### src/rtl/noc_pkg.sv
// Flit format shared by the mesh endpoint: widths, flit type codes and head-field layout.
package noc_pkg;

    localparam int FLIT_W    = 32;
    localparam int PAYLOAD_W = 30;
    localparam int COORD_W   = 4;
    localparam int LEN_W     = 2;

    localparam int TYPE_LO   = 30;
    localparam int DEST_X_LO = 26;
    localparam int DEST_Y_LO = 22;
    localparam int SRC_X_LO  = 18;
    localparam int SRC_Y_LO  = 14;
    localparam int LEN_LO    = 12;

    typedef enum logic [1:0] {
        FLIT_HEAD = 2'b01,
        FLIT_BODY = 2'b10,
        FLIT_TAIL = 2'b11
    } flit_type_e;

    // Field order mirrors the *_LO positions above, MSB first.
    typedef struct packed {
        flit_type_e         ftype;
        logic [COORD_W-1:0] dest_x;
        logic [COORD_W-1:0] dest_y;
        logic [COORD_W-1:0] src_x;
        logic [COORD_W-1:0] src_y;
        logic [LEN_W-1:0]   len;
        logic [11:0]        rsvd;
    } head_flit_t;

    function automatic logic [FLIT_W-1:0] make_head(
        input logic [COORD_W-1:0] dx,
        input logic [COORD_W-1:0] dy,
        input logic [COORD_W-1:0] sx,
        input logic [COORD_W-1:0] sy,
        input logic [LEN_W-1:0]   len
    );
        head_flit_t h;
        h.ftype  = FLIT_HEAD;
        h.dest_x = dx;
        h.dest_y = dy;
        h.src_x  = sx;
        h.src_y  = sy;
        h.len    = len;
        h.rsvd   = '0;
        return h;
    endfunction

endpackage

### src/rtl/noc_endpoint_if.sv
// Valid/ready flit link between the endpoint and its router's local port.
interface noc_endpoint_if;
    import noc_pkg::*;

    logic [FLIT_W-1:0] data;
    logic              valid;
    logic              ready;

    modport master (output data, output valid, input ready);
    modport slave  (input data, input valid, output ready);
endinterface

### src/rtl/noc_fifo.sv
// Fall-through FIFO: the head entry is readable the cycle after it is written.
module noc_fifo #(
    parameter int WIDTH = 32,
    parameter int DEPTH = 4
) (
    input  logic             clk,
    input  logic             rst,
    input  logic             push,
    input  logic [WIDTH-1:0] push_data,
    input  logic             pop,
    output logic [WIDTH-1:0] pop_data,
    output logic             full,
    output logic             empty
);
    localparam int AW = $clog2(DEPTH);

    logic [WIDTH-1:0] mem [DEPTH];
    logic [AW:0]      wr_ptr, rd_ptr;
    logic             do_push, do_pop;

    // Extra pointer bit separates full from empty when the indices match.
    assign empty    = (wr_ptr == rd_ptr);
    assign full     = (wr_ptr[AW] != rd_ptr[AW]) && (wr_ptr[AW-1:0] == rd_ptr[AW-1:0]);
    assign do_push  = push && !full;
    assign do_pop   = pop && !empty;
    assign pop_data = mem[rd_ptr[AW-1:0]];

    always_ff @(posedge clk) begin
        if (rst) begin
            wr_ptr <= '0;
            rd_ptr <= '0;
        end else begin
            if (do_push) wr_ptr <= wr_ptr + (AW+1)'(1);
            if (do_pop)  rd_ptr <= rd_ptr + (AW+1)'(1);
        end
    end

    always_ff @(posedge clk) begin
        if (do_push) mem[wr_ptr[AW-1:0]] <= push_data;
    end

endmodule

### src/rtl/noc_endpoint.sv
// Mesh endpoint: packetises core commands onto the router link and unpacks ejected flits for the core.
module noc_endpoint
    import noc_pkg::*;
#(
    parameter logic [COORD_W-1:0] XCOORD   = 4'b0001,
    parameter logic [COORD_W-1:0] YCOORD   = 4'b0001,
    parameter int                 RX_DEPTH = 4
) (
    input  logic                 clk,
    input  logic                 rst,
    noc_endpoint_if.master       inj,
    noc_endpoint_if.slave        ej,
    input  logic                 tx_cmd_valid,
    output logic                 tx_cmd_ready,
    input  logic [COORD_W-1:0]   tx_dest_x,
    input  logic [COORD_W-1:0]   tx_dest_y,
    input  logic [LEN_W-1:0]     tx_len,
    input  logic                 tx_word_valid,
    output logic                 tx_word_ready,
    input  logic [PAYLOAD_W-1:0] tx_word,
    output logic                 rx_hdr_valid,
    input  logic                 rx_hdr_ready,
    output logic [COORD_W-1:0]   rx_src_x,
    output logic [COORD_W-1:0]   rx_src_y,
    output logic [LEN_W-1:0]     rx_len,
    output logic                 rx_word_valid,
    input  logic                 rx_word_ready,
    output logic [PAYLOAD_W-1:0] rx_word,
    output logic                 rx_last,
    output logic                 rx_misroute,
    output logic [15:0]          tx_pkt_cnt,
    output logic [15:0]          rx_pkt_cnt,
    output logic [15:0]          drop_cnt
);

    typedef enum logic [1:0] {TX_IDLE, TX_HEAD, TX_BODY} tx_state_e;
    typedef enum logic [1:0] {RX_IDLE, RX_HDR, RX_BODY, RX_DROP} rx_state_e;

    // ---------------- TX path ----------------
    tx_state_e         tx_state;
    logic [FLIT_W-1:0] tx_head_q;
    logic [LEN_W-1:0]  tx_len_q;
    logic [LEN_W-1:0]  tx_cnt;
    logic              tx_last;
    flit_type_e        tx_body_type;

    assign tx_last       = (tx_cnt == tx_len_q);
    assign tx_body_type  = tx_last ? FLIT_TAIL : FLIT_BODY;
    assign tx_cmd_ready  = (tx_state == TX_IDLE) && !rst;
    assign tx_word_ready = (tx_state == TX_BODY) && inj.ready && !rst;

    // Body flits pass straight through so a stalled router holds the core's word in place.
    always_comb begin
        inj.valid = 1'b0;
        inj.data  = tx_head_q;
        case (tx_state)
            TX_HEAD: inj.valid = !rst;
            TX_BODY: begin
                inj.valid = tx_word_valid && !rst;
                inj.data  = {tx_body_type, tx_word};
            end
            default: ;
        endcase
    end

    always_ff @(posedge clk) begin
        if (rst) begin
            tx_state   <= TX_IDLE;
            tx_head_q  <= '0;
            tx_len_q   <= '0;
            tx_cnt     <= '0;
            tx_pkt_cnt <= '0;
        end else begin
            case (tx_state)
                TX_IDLE: if (tx_cmd_valid) begin
                    tx_head_q <= make_head(tx_dest_x, tx_dest_y, XCOORD, YCOORD, tx_len);
                    tx_len_q  <= tx_len;
                    tx_state  <= TX_HEAD;
                end
                TX_HEAD: if (inj.ready) begin
                    tx_cnt   <= '0;
                    tx_state <= TX_BODY;
                end
                TX_BODY: if (tx_word_valid && inj.ready) begin
                    if (tx_last) begin
                        tx_state   <= TX_IDLE;
                        tx_pkt_cnt <= tx_pkt_cnt + 16'd1;
                    end else begin
                        tx_cnt <= tx_cnt + LEN_W'(1);
                    end
                end
                default: tx_state <= TX_IDLE;
            endcase
        end
    end

    // ---------------- RX path ----------------
    rx_state_e         rx_state;
    logic [FLIT_W-1:0] fifo_head;
    logic              fifo_full, fifo_empty, fifo_pop;
    flit_type_e        head_type;
    logic              head_is_tail, head_for_us;

    assign ej.ready = !fifo_full && !rst;

    noc_fifo #(
        .WIDTH (FLIT_W),
        .DEPTH (RX_DEPTH)
    ) u_rx_fifo (
        .clk       (clk),
        .rst       (rst),
        .push      (ej.valid && ej.ready),
        .push_data (ej.data),
        .pop       (fifo_pop),
        .pop_data  (fifo_head),
        .full      (fifo_full),
        .empty     (fifo_empty)
    );

    assign head_type    = flit_type_e'(fifo_head[FLIT_W-1:TYPE_LO]);
    assign head_is_tail = (head_type == FLIT_TAIL);
    assign head_for_us  = (fifo_head[DEST_X_LO +: COORD_W] == XCOORD) &&
                          (fifo_head[DEST_Y_LO +: COORD_W] == YCOORD);

    // RX_HDR never pops: the head was already consumed into the header registers.
    always_comb begin
        fifo_pop = 1'b0;
        if (!rst && !fifo_empty) begin
            case (rx_state)
                RX_IDLE, RX_DROP: fifo_pop = 1'b1;
                RX_BODY:          fifo_pop = rx_word_ready;
                default:          ;
            endcase
        end
    end

    assign rx_hdr_valid  = (rx_state == RX_HDR) && !rst;
    assign rx_word_valid = (rx_state == RX_BODY) && !fifo_empty && !rst;
    assign rx_word       = fifo_head[PAYLOAD_W-1:0];
    assign rx_last       = (rx_state == RX_BODY) && head_is_tail;

    always_ff @(posedge clk) begin
        if (rst) begin
            rx_state    <= RX_IDLE;
            rx_src_x    <= '0;
            rx_src_y    <= '0;
            rx_len      <= '0;
            rx_misroute <= 1'b0;
            rx_pkt_cnt  <= '0;
            drop_cnt    <= '0;
        end else begin
            rx_misroute <= 1'b0;
            case (rx_state)
                RX_IDLE: if (!fifo_empty) begin
                    if (head_type == FLIT_HEAD) begin
                        if (head_for_us) begin
                            rx_src_x <= fifo_head[SRC_X_LO +: COORD_W];
                            rx_src_y <= fifo_head[SRC_Y_LO +: COORD_W];
                            rx_len   <= fifo_head[LEN_LO +: LEN_W];
                            rx_state <= RX_HDR;
                        end else begin
                            rx_misroute <= 1'b1;
                            rx_state    <= RX_DROP;
                        end
                    end else begin
                        // Stray body/tail with no head in front of it.
                        drop_cnt <= drop_cnt + 16'd1;
                    end
                end
                RX_HDR: if (rx_hdr_ready) rx_state <= RX_BODY;
                RX_BODY: if (fifo_pop && head_is_tail) begin
                    rx_pkt_cnt <= rx_pkt_cnt + 16'd1;
                    rx_state   <= RX_IDLE;
                end
                RX_DROP: if (fifo_pop && head_is_tail) begin
                    drop_cnt <= drop_cnt + 16'd1;
                    rx_state <= RX_IDLE;
                end
                default: rx_state <= RX_IDLE;
            endcase
        end
    end

endmodule

### src/flat_wrapper.sv
// flat-port wrapper written by rule: the top's interface ports become plain ports
module noc_endpoint_flat import noc_pkg::*;
#(
    parameter logic [COORD_W-1:0] XCOORD   = 4'b0001,
    parameter logic [COORD_W-1:0] YCOORD   = 4'b0001,
    parameter int                 RX_DEPTH = 4
)
  (clk, rst, tx_cmd_valid, tx_cmd_ready, tx_dest_x, tx_dest_y, tx_len, tx_word_valid, tx_word_ready, tx_word, rx_hdr_valid, rx_hdr_ready, rx_src_x, rx_src_y, rx_len, rx_word_valid, rx_word_ready, rx_word, rx_last, rx_misroute, tx_pkt_cnt, rx_pkt_cnt, drop_cnt, inj_data, inj_valid, inj_ready, ej_data, ej_valid, ej_ready);
  noc_endpoint_if inj_i ();
  noc_endpoint_if ej_i ();
  input  logic clk;
  input  logic rst;
  input  logic tx_cmd_valid;
  output logic tx_cmd_ready;
  input  logic [COORD_W-1:0] tx_dest_x;
  input  logic [COORD_W-1:0] tx_dest_y;
  input  logic [LEN_W-1:0] tx_len;
  input  logic tx_word_valid;
  output logic tx_word_ready;
  input  logic [PAYLOAD_W-1:0] tx_word;
  output logic rx_hdr_valid;
  input  logic rx_hdr_ready;
  output logic [COORD_W-1:0] rx_src_x;
  output logic [COORD_W-1:0] rx_src_y;
  output logic [LEN_W-1:0] rx_len;
  output logic rx_word_valid;
  input  logic rx_word_ready;
  output logic [PAYLOAD_W-1:0] rx_word;
  output logic rx_last;
  output logic rx_misroute;
  output logic [15:0] tx_pkt_cnt;
  output logic [15:0] rx_pkt_cnt;
  output logic [15:0] drop_cnt;
  output wire logic [$bits(inj_i.data)-1:0] inj_data;
  output wire logic [$bits(inj_i.valid)-1:0] inj_valid;
  input wire logic [$bits(inj_i.ready)-1:0] inj_ready;
  input wire logic [$bits(ej_i.data)-1:0] ej_data;
  input wire logic [$bits(ej_i.valid)-1:0] ej_valid;
  output wire logic [$bits(ej_i.ready)-1:0] ej_ready;
  assign inj_data = inj_i.data;
  assign inj_valid = inj_i.valid;
  assign inj_i.ready = inj_ready;
  assign ej_i.data = ej_data;
  assign ej_i.valid = ej_valid;
  assign ej_ready = ej_i.ready;
  noc_endpoint #(.XCOORD(XCOORD), .YCOORD(YCOORD), .RX_DEPTH(RX_DEPTH)) u_core (.clk(clk), .rst(rst), .inj(inj_i), .ej(ej_i), .tx_cmd_valid(tx_cmd_valid), .tx_cmd_ready(tx_cmd_ready), .tx_dest_x(tx_dest_x), .tx_dest_y(tx_dest_y), .tx_len(tx_len), .tx_word_valid(tx_word_valid), .tx_word_ready(tx_word_ready), .tx_word(tx_word), .rx_hdr_valid(rx_hdr_valid), .rx_hdr_ready(rx_hdr_ready), .rx_src_x(rx_src_x), .rx_src_y(rx_src_y), .rx_len(rx_len), .rx_word_valid(rx_word_valid), .rx_word_ready(rx_word_ready), .rx_word(rx_word), .rx_last(rx_last), .rx_misroute(rx_misroute), .tx_pkt_cnt(tx_pkt_cnt), .rx_pkt_cnt(rx_pkt_cnt), .drop_cnt(drop_cnt));
endmodule
### config.mk
export PLATFORM = sky130hd
export DESIGN_NAME = noc_endpoint_flat
export DESIGN_NICKNAME = d
export VERILOG_FILES = /design/src/rtl/noc_pkg.sv /design/src/rtl/noc_endpoint_if.sv /design/src/rtl/noc_fifo.sv /design/src/rtl/noc_endpoint.sv /design/src/flat_wrapper.sv
export SDC_FILE = /design/constraint.sdc
export NUM_CORES = 1
export LEC_CHECK = 0
export ABC_AREA = 1
export CAP_MARGIN = 0
export CORE_MARGIN = 3
export CORE_UTILIZATION = 45
export CTS_CLUSTER_DIAMETER = 30
export CTS_CLUSTER_SIZE = 28
export DETAILED_ROUTE_END_ITERATION = 16
export HOLD_SLACK_MARGIN = 0.15
export PLACE_DENSITY = 0.75
export SETUP_SLACK_MARGIN = 0.05
export SLEW_MARGIN = 25
export SYNTH_ARGS = -nofsm -noshare
export SYNTH_HDL_FRONTEND = slang
export SYNTH_HIERARCHICAL = 1
export SYNTH_SLANG_ARGS = --single-unit
### constraint.sdc
create_clock -name clk -period 3.1 [get_ports clk]
set_input_delay 0.465 -clock clk [delete_from_list [all_inputs] [get_ports clk]]
set_output_delay 0.465 -clock clk [all_outputs]
set_load 0.01 [all_outputs]
## After elaboration in Yosys (flattened, before gate mapping)

Memory sizes are Yosys's and may differ from the RTL's. A register that Yosys moved wholly into a read port is not among the register bits.
Index checks and enable logic that the tools add are counted.

| operators by class | value |
|---|---|
| reduce and logical (&&, ||, !) cells | 35 |
| equality and inequality tests | 24 |
| bitwise operators | 3 |
| add/sub/neg operators | 6 |
| muxes and demuxes | 29 |

Operator list:

| cell | count |
|---|---|
| $add 16x1->16 const B | 3 |
| $mux 16 | 3 |
| $mux 32 | 1 |
| $pmux 16 s2 | 1 |
| $mux 2 | 14 |
| $reduce_and 4->1 | 5 |
| $logic_and 1x1->1 | 17 |
| $ne 2x2->1 const B | 7 |
| $pmux 2 s3 | 2 |
| $eq 2x2->1 const B | 4 |
| $eq 4x1->1 const B | 2 |
| $ne 2x1->1 const B | 4 |
| $add 3x1->3 const B | 2 |
| $eq 2x1->1 const B | 3 |
| $mux 1 | 5 |
| $eq 2x2->1 | 2 |
| $logic_not 2->1 | 2 |
| $pmux 1 s2 | 2 |
| $pmux 2 s2 | 1 |
| $reduce_and 2->1 | 2 |
| $reduce_bool 2->1 | 2 |
| $reduce_or 2->1 | 2 |
| $reduce_or 4->1 | 1 |
| $eq 3x3->1 | 1 |
| 5 further kinds | 9 |

| storage, ports and cells | value |
|---|---|
| flip-flop bits (word level) | 86 |
| bits of input ports | 80 |
| memories kept | 1 |
| output and inout bits | 128 |
| memory bits (writable) | 128 |
| word-level logic and storage cells | 112 |

Memory list:

| memory | words | bits a word | rd ports | clocked after Yosys merged registers in | wr ports | line | source |
|---|---|---|---|---|---|---|---|
| u_core.u_rx_fifo.mem | 4 | 32 | 1 | 1 | 1 | noc_fifo.sv:17 | `logic [WIDTH-1:0] mem [DEPTH];` |

## Logic depth before layout (Yosys ltp)

| depth | value |
|---|---|
| depth in word-level cells | 8 |
| depth in mapped cells | 15 |
| depth with buffers taken out | 15 |

## Hierarchy

Netlist, hierarchy kept.

Modules (own cells, without submodules):

| module | cells each | instances | sequential area each (um2) | area each (um2) |
|---|---|---|---|---|
| noc_fifo | 385 | 1 | 4003.8 | 5230.0 |
| noc_endpoint | 683 | 1 | 1521.5 | 4281.6 |

## Worst setup path before layout

Ideal clock, no wire load.

| path | value |
|---|---|
| path kind | reg-to-reg |
| start | register u_core.u_rx_fifo.wr_ptr[0] |
| end | memory u_core.u_rx_fifo.mem[0][0] (enable) |
| clock period less this slack | 3.162 ns |
| path buffers | 0 |
| arrival time | 2.741 ns |
| stages on the path, launching flop included | 9 |
| library setup time | 0.421 ns |
| required time | 2.679 ns |
| slack | -0.062 ns |
| cell sequence | dfxtp_1 -> inv_1 -> nand2_1 -> nand2_2 -> nand3_4 -> inv_1 -> nor3b_1 -> nand2_1 -> nor2_1 |

| between the ends | value |
|---|---|
| word-level cells in the longest chain between the ends | 8 |

RTL lines:

| item | line | source |
|---|---|---|
| start: declaration | noc_fifo.sv:18 | `logic [AW:0] wr_ptr, rd_ptr;` |
| start signal: assignment | noc_fifo.sv:33 | `if (do_push) wr_ptr <= wr_ptr + (AW+1)'(1);` |
| $eq 2x2->1 (*) | noc_fifo.sv:23 | `assign full = (wr_ptr[AW] != rd_ptr[AW]) && (wr_ptr[AW-1:0] == rd_ptr[AW-1:0]);` |
| $logic_and 1x1->1 (*) | noc_fifo.sv:23 |  |
| net u_core.fifo_full | noc_endpoint.sv:100 | `logic fifo_full, fifo_empty, fifo_pop;` |
| $logic_not 1->1 (*) | noc_fifo.sv:24, noc_endpoint.sv:104 |  |
| $logic_and 1x1->1 | noc_endpoint.sv:104 | `assign ej.ready = !fifo_full && !rst;` |
| $logic_and 1x1->1 | noc_endpoint.sv:112 | `.push (ej.valid && ej.ready),` |
| $logic_and 1x1->1 (*) | noc_fifo.sv:24 | `assign do_push = push && !full;` |
| $mux 1 (*) | noc_fifo.sv:39 | `if (do_push) mem[wr_ptr[AW-1:0]] <= push_data;` |
| $mux 1 (not written as such) (*) | noc_fifo.sv:39 |  |
| end: declaration | noc_fifo.sv:17 |  |

The timed path passes the listed nets; every way through them passes the cells marked *.

==> results.json <==
{
  "status": "complete, no violations",
  "synth_top_area_share_pct": 40.4,
  "dieArea_mm2": 0.0229,
  "antenna_found_initial": 0,
  "rsz0062_at_grt": "no",
  "via_count": 8248,
  "core_area_mm2": 0.0205,
  "final_antenna_net_count": 0,
  "regToRegEndpoint": "u_core/u_rx_fifo/mem[2][16]",
  "ir_drop_v": 0.000697,
  "synth_edf_count": 128,
  "p_clk_share_pct": 46.5,
  "post-place-ws_ps": 526,
  "leakage_nw": 5.13,
  "cts_setup_buffers": 0,
  "synth.net_count": 1165,
  "ys_seq_elements": 212,
  "reg2reg_from": "u_core/u_rx_fifo/wr_ptr[0]",
  "io-pin-count": 208,
  "dr.first_iter.drc_count": 517,
  "drv_cap": 0,
  "final_hold_viol_count": 0,
  "path_buf_inv": 3,
  "avgSynthCellArea_um2": 8.91,
  "maxSlewViolCount": 0,
  "synthMostInstantiatedCell": "nand2_1",
  "grt_usage_pct": 21.8,
  "async_reset_ff_share_pct": 0,
  "max_slew_margin_pct": 44.3,
  "place_area_mm2": 0.0119,
  "cts_buffer_depth": 3,
  "finalInstanceArea_mm2": 0.0134,
  "clkSinkCount": 212,
  "insertion_delay_ps": 540,
  "cts_tree": "built",
  "syn_to_final_growth_pct": 41.2,
  "path_clk_slew_ps": 40,
  "num_antenna_cells": 0,
  "die_h_um": 151,
  "holdPathEnd": "u_core/tx_head_q[23]",
  "synth-seq-area-share_pct": 58.1,
  "min_from": "u_core/tx_head_q[23]",
  "hp-class": "register to register",
  "p_sw_share_pct": 28.9,
  "layout_min_cycle_time_ps": 2910,
  "tns_ps": 0,
  "pwr-share-seq_pct": 31.9,
  "hold_buffers": 0,
  "yosys.area.top_type": "edfxtp_1",
  "skew_ps": 33.5,
  "vias_per_cell": 5.16,
  "drive_above_1_share_pct": 9.32,
  "reg2reg_depth": 10,
  "switching_power_mw": 2.91,
  "chipWidth_um": 151,
  "cts_buffers": 43,
  "holdWs_ps": 482,
  "ff2ff_setup_slack_ps": 710,
  "first_pass_iters": 7,
  "critPathMaxStageDelay_ps": 600,
  "fmax_ghz": 0.344,
  "slowest_stage": "clkdlybuf4s50_1",
  "postSynthCellCount": 1068,
  "yosysWarnings": 6,
  "crit_type": "register to primary output",
  "cp_cell_sequence": "buf_8 -> buf_6 -> o21ai_0 -> o22ai_1 -> clkdlybuf4s50_1",
  "synth_flop_cell": "edfxtp_1",
  "overflow": 0,
  "dpl.hpwl_mm": 17.2,
  "grt_pass1_wl_mm": 39.8,
  "cp-end-kind": "primary output",
  "fin_crit_sh_pct": 93.8,
  "ctsRootBufferMaster": "clkbuf_16",
  "start_util_pct": 46.4,
  "wl_per_cell_um": 16.0,
  "path_max_fanout": 36,
  "arrival_ps": 2440,
  "drc_errors": 0,
  "finalNetCount": 1392,
  "layout_setup_ws_ps": 193,
  "powerDensity_mw_per_mm2": 749,
  "mappedNetlistArea_mm2": 0.00951,
  "critical_path.top_delay_family": "buffers and inverters",
  "yosysUniqueCellTypes": 37,
  "gp_congestion": 0.903,
  "finalSetupViolations": 0,
  "yosys-top-cells-area": "edfxtp_1 40%, dfxtp_1 18%, nand2_1 8.2%",
  "grt_pass1_vias": 8126,
  "cts-htree-levels": 2,
  "grt_max_degree": 54,
  "holdPathStages": 2,
  "combinationalPowerShare_pct": 21.6,
  "fin_util_pct": 65.5,
  "setup.worst_path.start_class": "register",
  "io_buffers": 207,
  "worst_slew_pin_slew_ps": 834,
  "wirelength_mm": 25.7,
  "cp.required_ps": 2630,
  "synth_common_cells": "208 x nand2_1, 193 x nor2_1, 128 x edfxtp_1",
  "p_int_mw": 7.15,
  "num_rows": 52
}
-- flip-flops by register name (all words and copies together) (netlist names), 4 cells and up, named ones only --
signal and count:
u_core/drop_cnt 16, u_core/rx_pkt_cnt 16, u_core/u_rx_fifo/mem 128, u_core/rx_src_x 4, u_core/tx_pkt_cnt 16, u_core/tx_head_q 10, u_core/rx_src_y 4
-- layout by cell type, fill, tap and decap left out, types with 4 or more instances in the layout --
cell type        netlist  layout
clkinvlp_4             0       8
nor2_2                 7       7
o21ai_1               11      11
edfxtp_1             128     128
nand2_1              208     208
a21oi_1               57      57
inv_6                  0       4
buf_12                 0       4
inv_1                 93      93
buf_4                 10       9
nand2_2                4       4
nor3_1                16      16
o21ai_0               75      75
clkdlybuf4s50_1        0     206
nor2_1               193     190
clkbuf_16              0      43
nand4_1               14      14
nand3b_1               4       4
nor2_4                 3       6
dfxtp_1               84      83
clkinv_2               1       8
nand3_1               54      54
ha_1                  17      17
inv_2                  6       6
clkinv_4               0       4
bufinv_16              0       6
o22ai_1               33      33
-- metal layers --
layer / vias to the layer above / routed length (um) / global-route usage [%]
met4: 0 / 552 / 6.80
met2: 362 / 12400 / 38.6
met3: 53 / 2950 / 7.27
met1: 3790 / 9760 / 24.8
li1: 4043 / - / -
met5: - / 0 / 0
-- cell families after synthesis --
logic type	after synthesis	synth area share, %
compound gates	178	9.84
fa+ha+maj	17	2.24
flops	212	58.1
xor+xnor	6	0.553
simple gates	512	22.9
buf+inv	143	6.39
-- worst max path at each step --
stage | start | to | slack (ps) | depth (start not counted)
global route | u_core/tx_state[0] | inj_data[13] | 60 | 6
finish | register | rx_word[21] | 190 | 5
detailed placement | rst | tx_word_ready | 530 | 4
floorplan | u_core/u_rx_fifo/wr_ptr[0] | u_core/u_rx_fifo/mem[0][0] | -60 | 8
CTS | register | rx_last | 60 | 6
global placement | rst | tx_word_ready | 530 | 4
-- power groups by stage --
stage | Sequential [mW] | Clock (mW) | Combinational [mW]
floorplan | 3.25 | 0 | 1.24
global placement | 3.25 | 0 | 2.13
detailed placement | 3.26 | 0 | 2.15
CTS | 3.21 | 4.74 | 2.17
global route | 3.22 | 4.89 | 2.40
finish | 3.21 | 4.68 | 2.18
-- layout make-up --
cell class,count,area [um2]
Clock buffer,47,1110
Clock inverter,33,399
Fill cell,1618,7070
Inverter,102,392
Multi-Input combinational cell,713,3400
Sequential cell,212,5530
Tap cell,270,338
Timing Repair Buffer,223,2260
-- through the flow --
step                      cells  total power, mW
final                      1600             10.1
after detailed placement   1520             5.41
after global placement     1520             5.38
after CTS                  1600             10.1
after floorplan            1068             4.49
after global routing       1600             10.5
-- worst register-to-register path, cell delays in order (launching register included) --
cell	delay, ps
dfxtp_1	420
inv_1	110
nand2_1	90
nand2_2	90
nand3_4	110
inv_1	100
nor3b_1	210
buf_4	170
nand2_1	190
nor2_4	320
buf_12	250
-- what timing repair did --
item,in CTS,in global routing
hold endpoints to repair,0,0
gates resized for setup,2,5
endpoints found under the setup margin,3,3
gates cloned,0,0
Note: power is estimated with default switching activity, not from simulation.
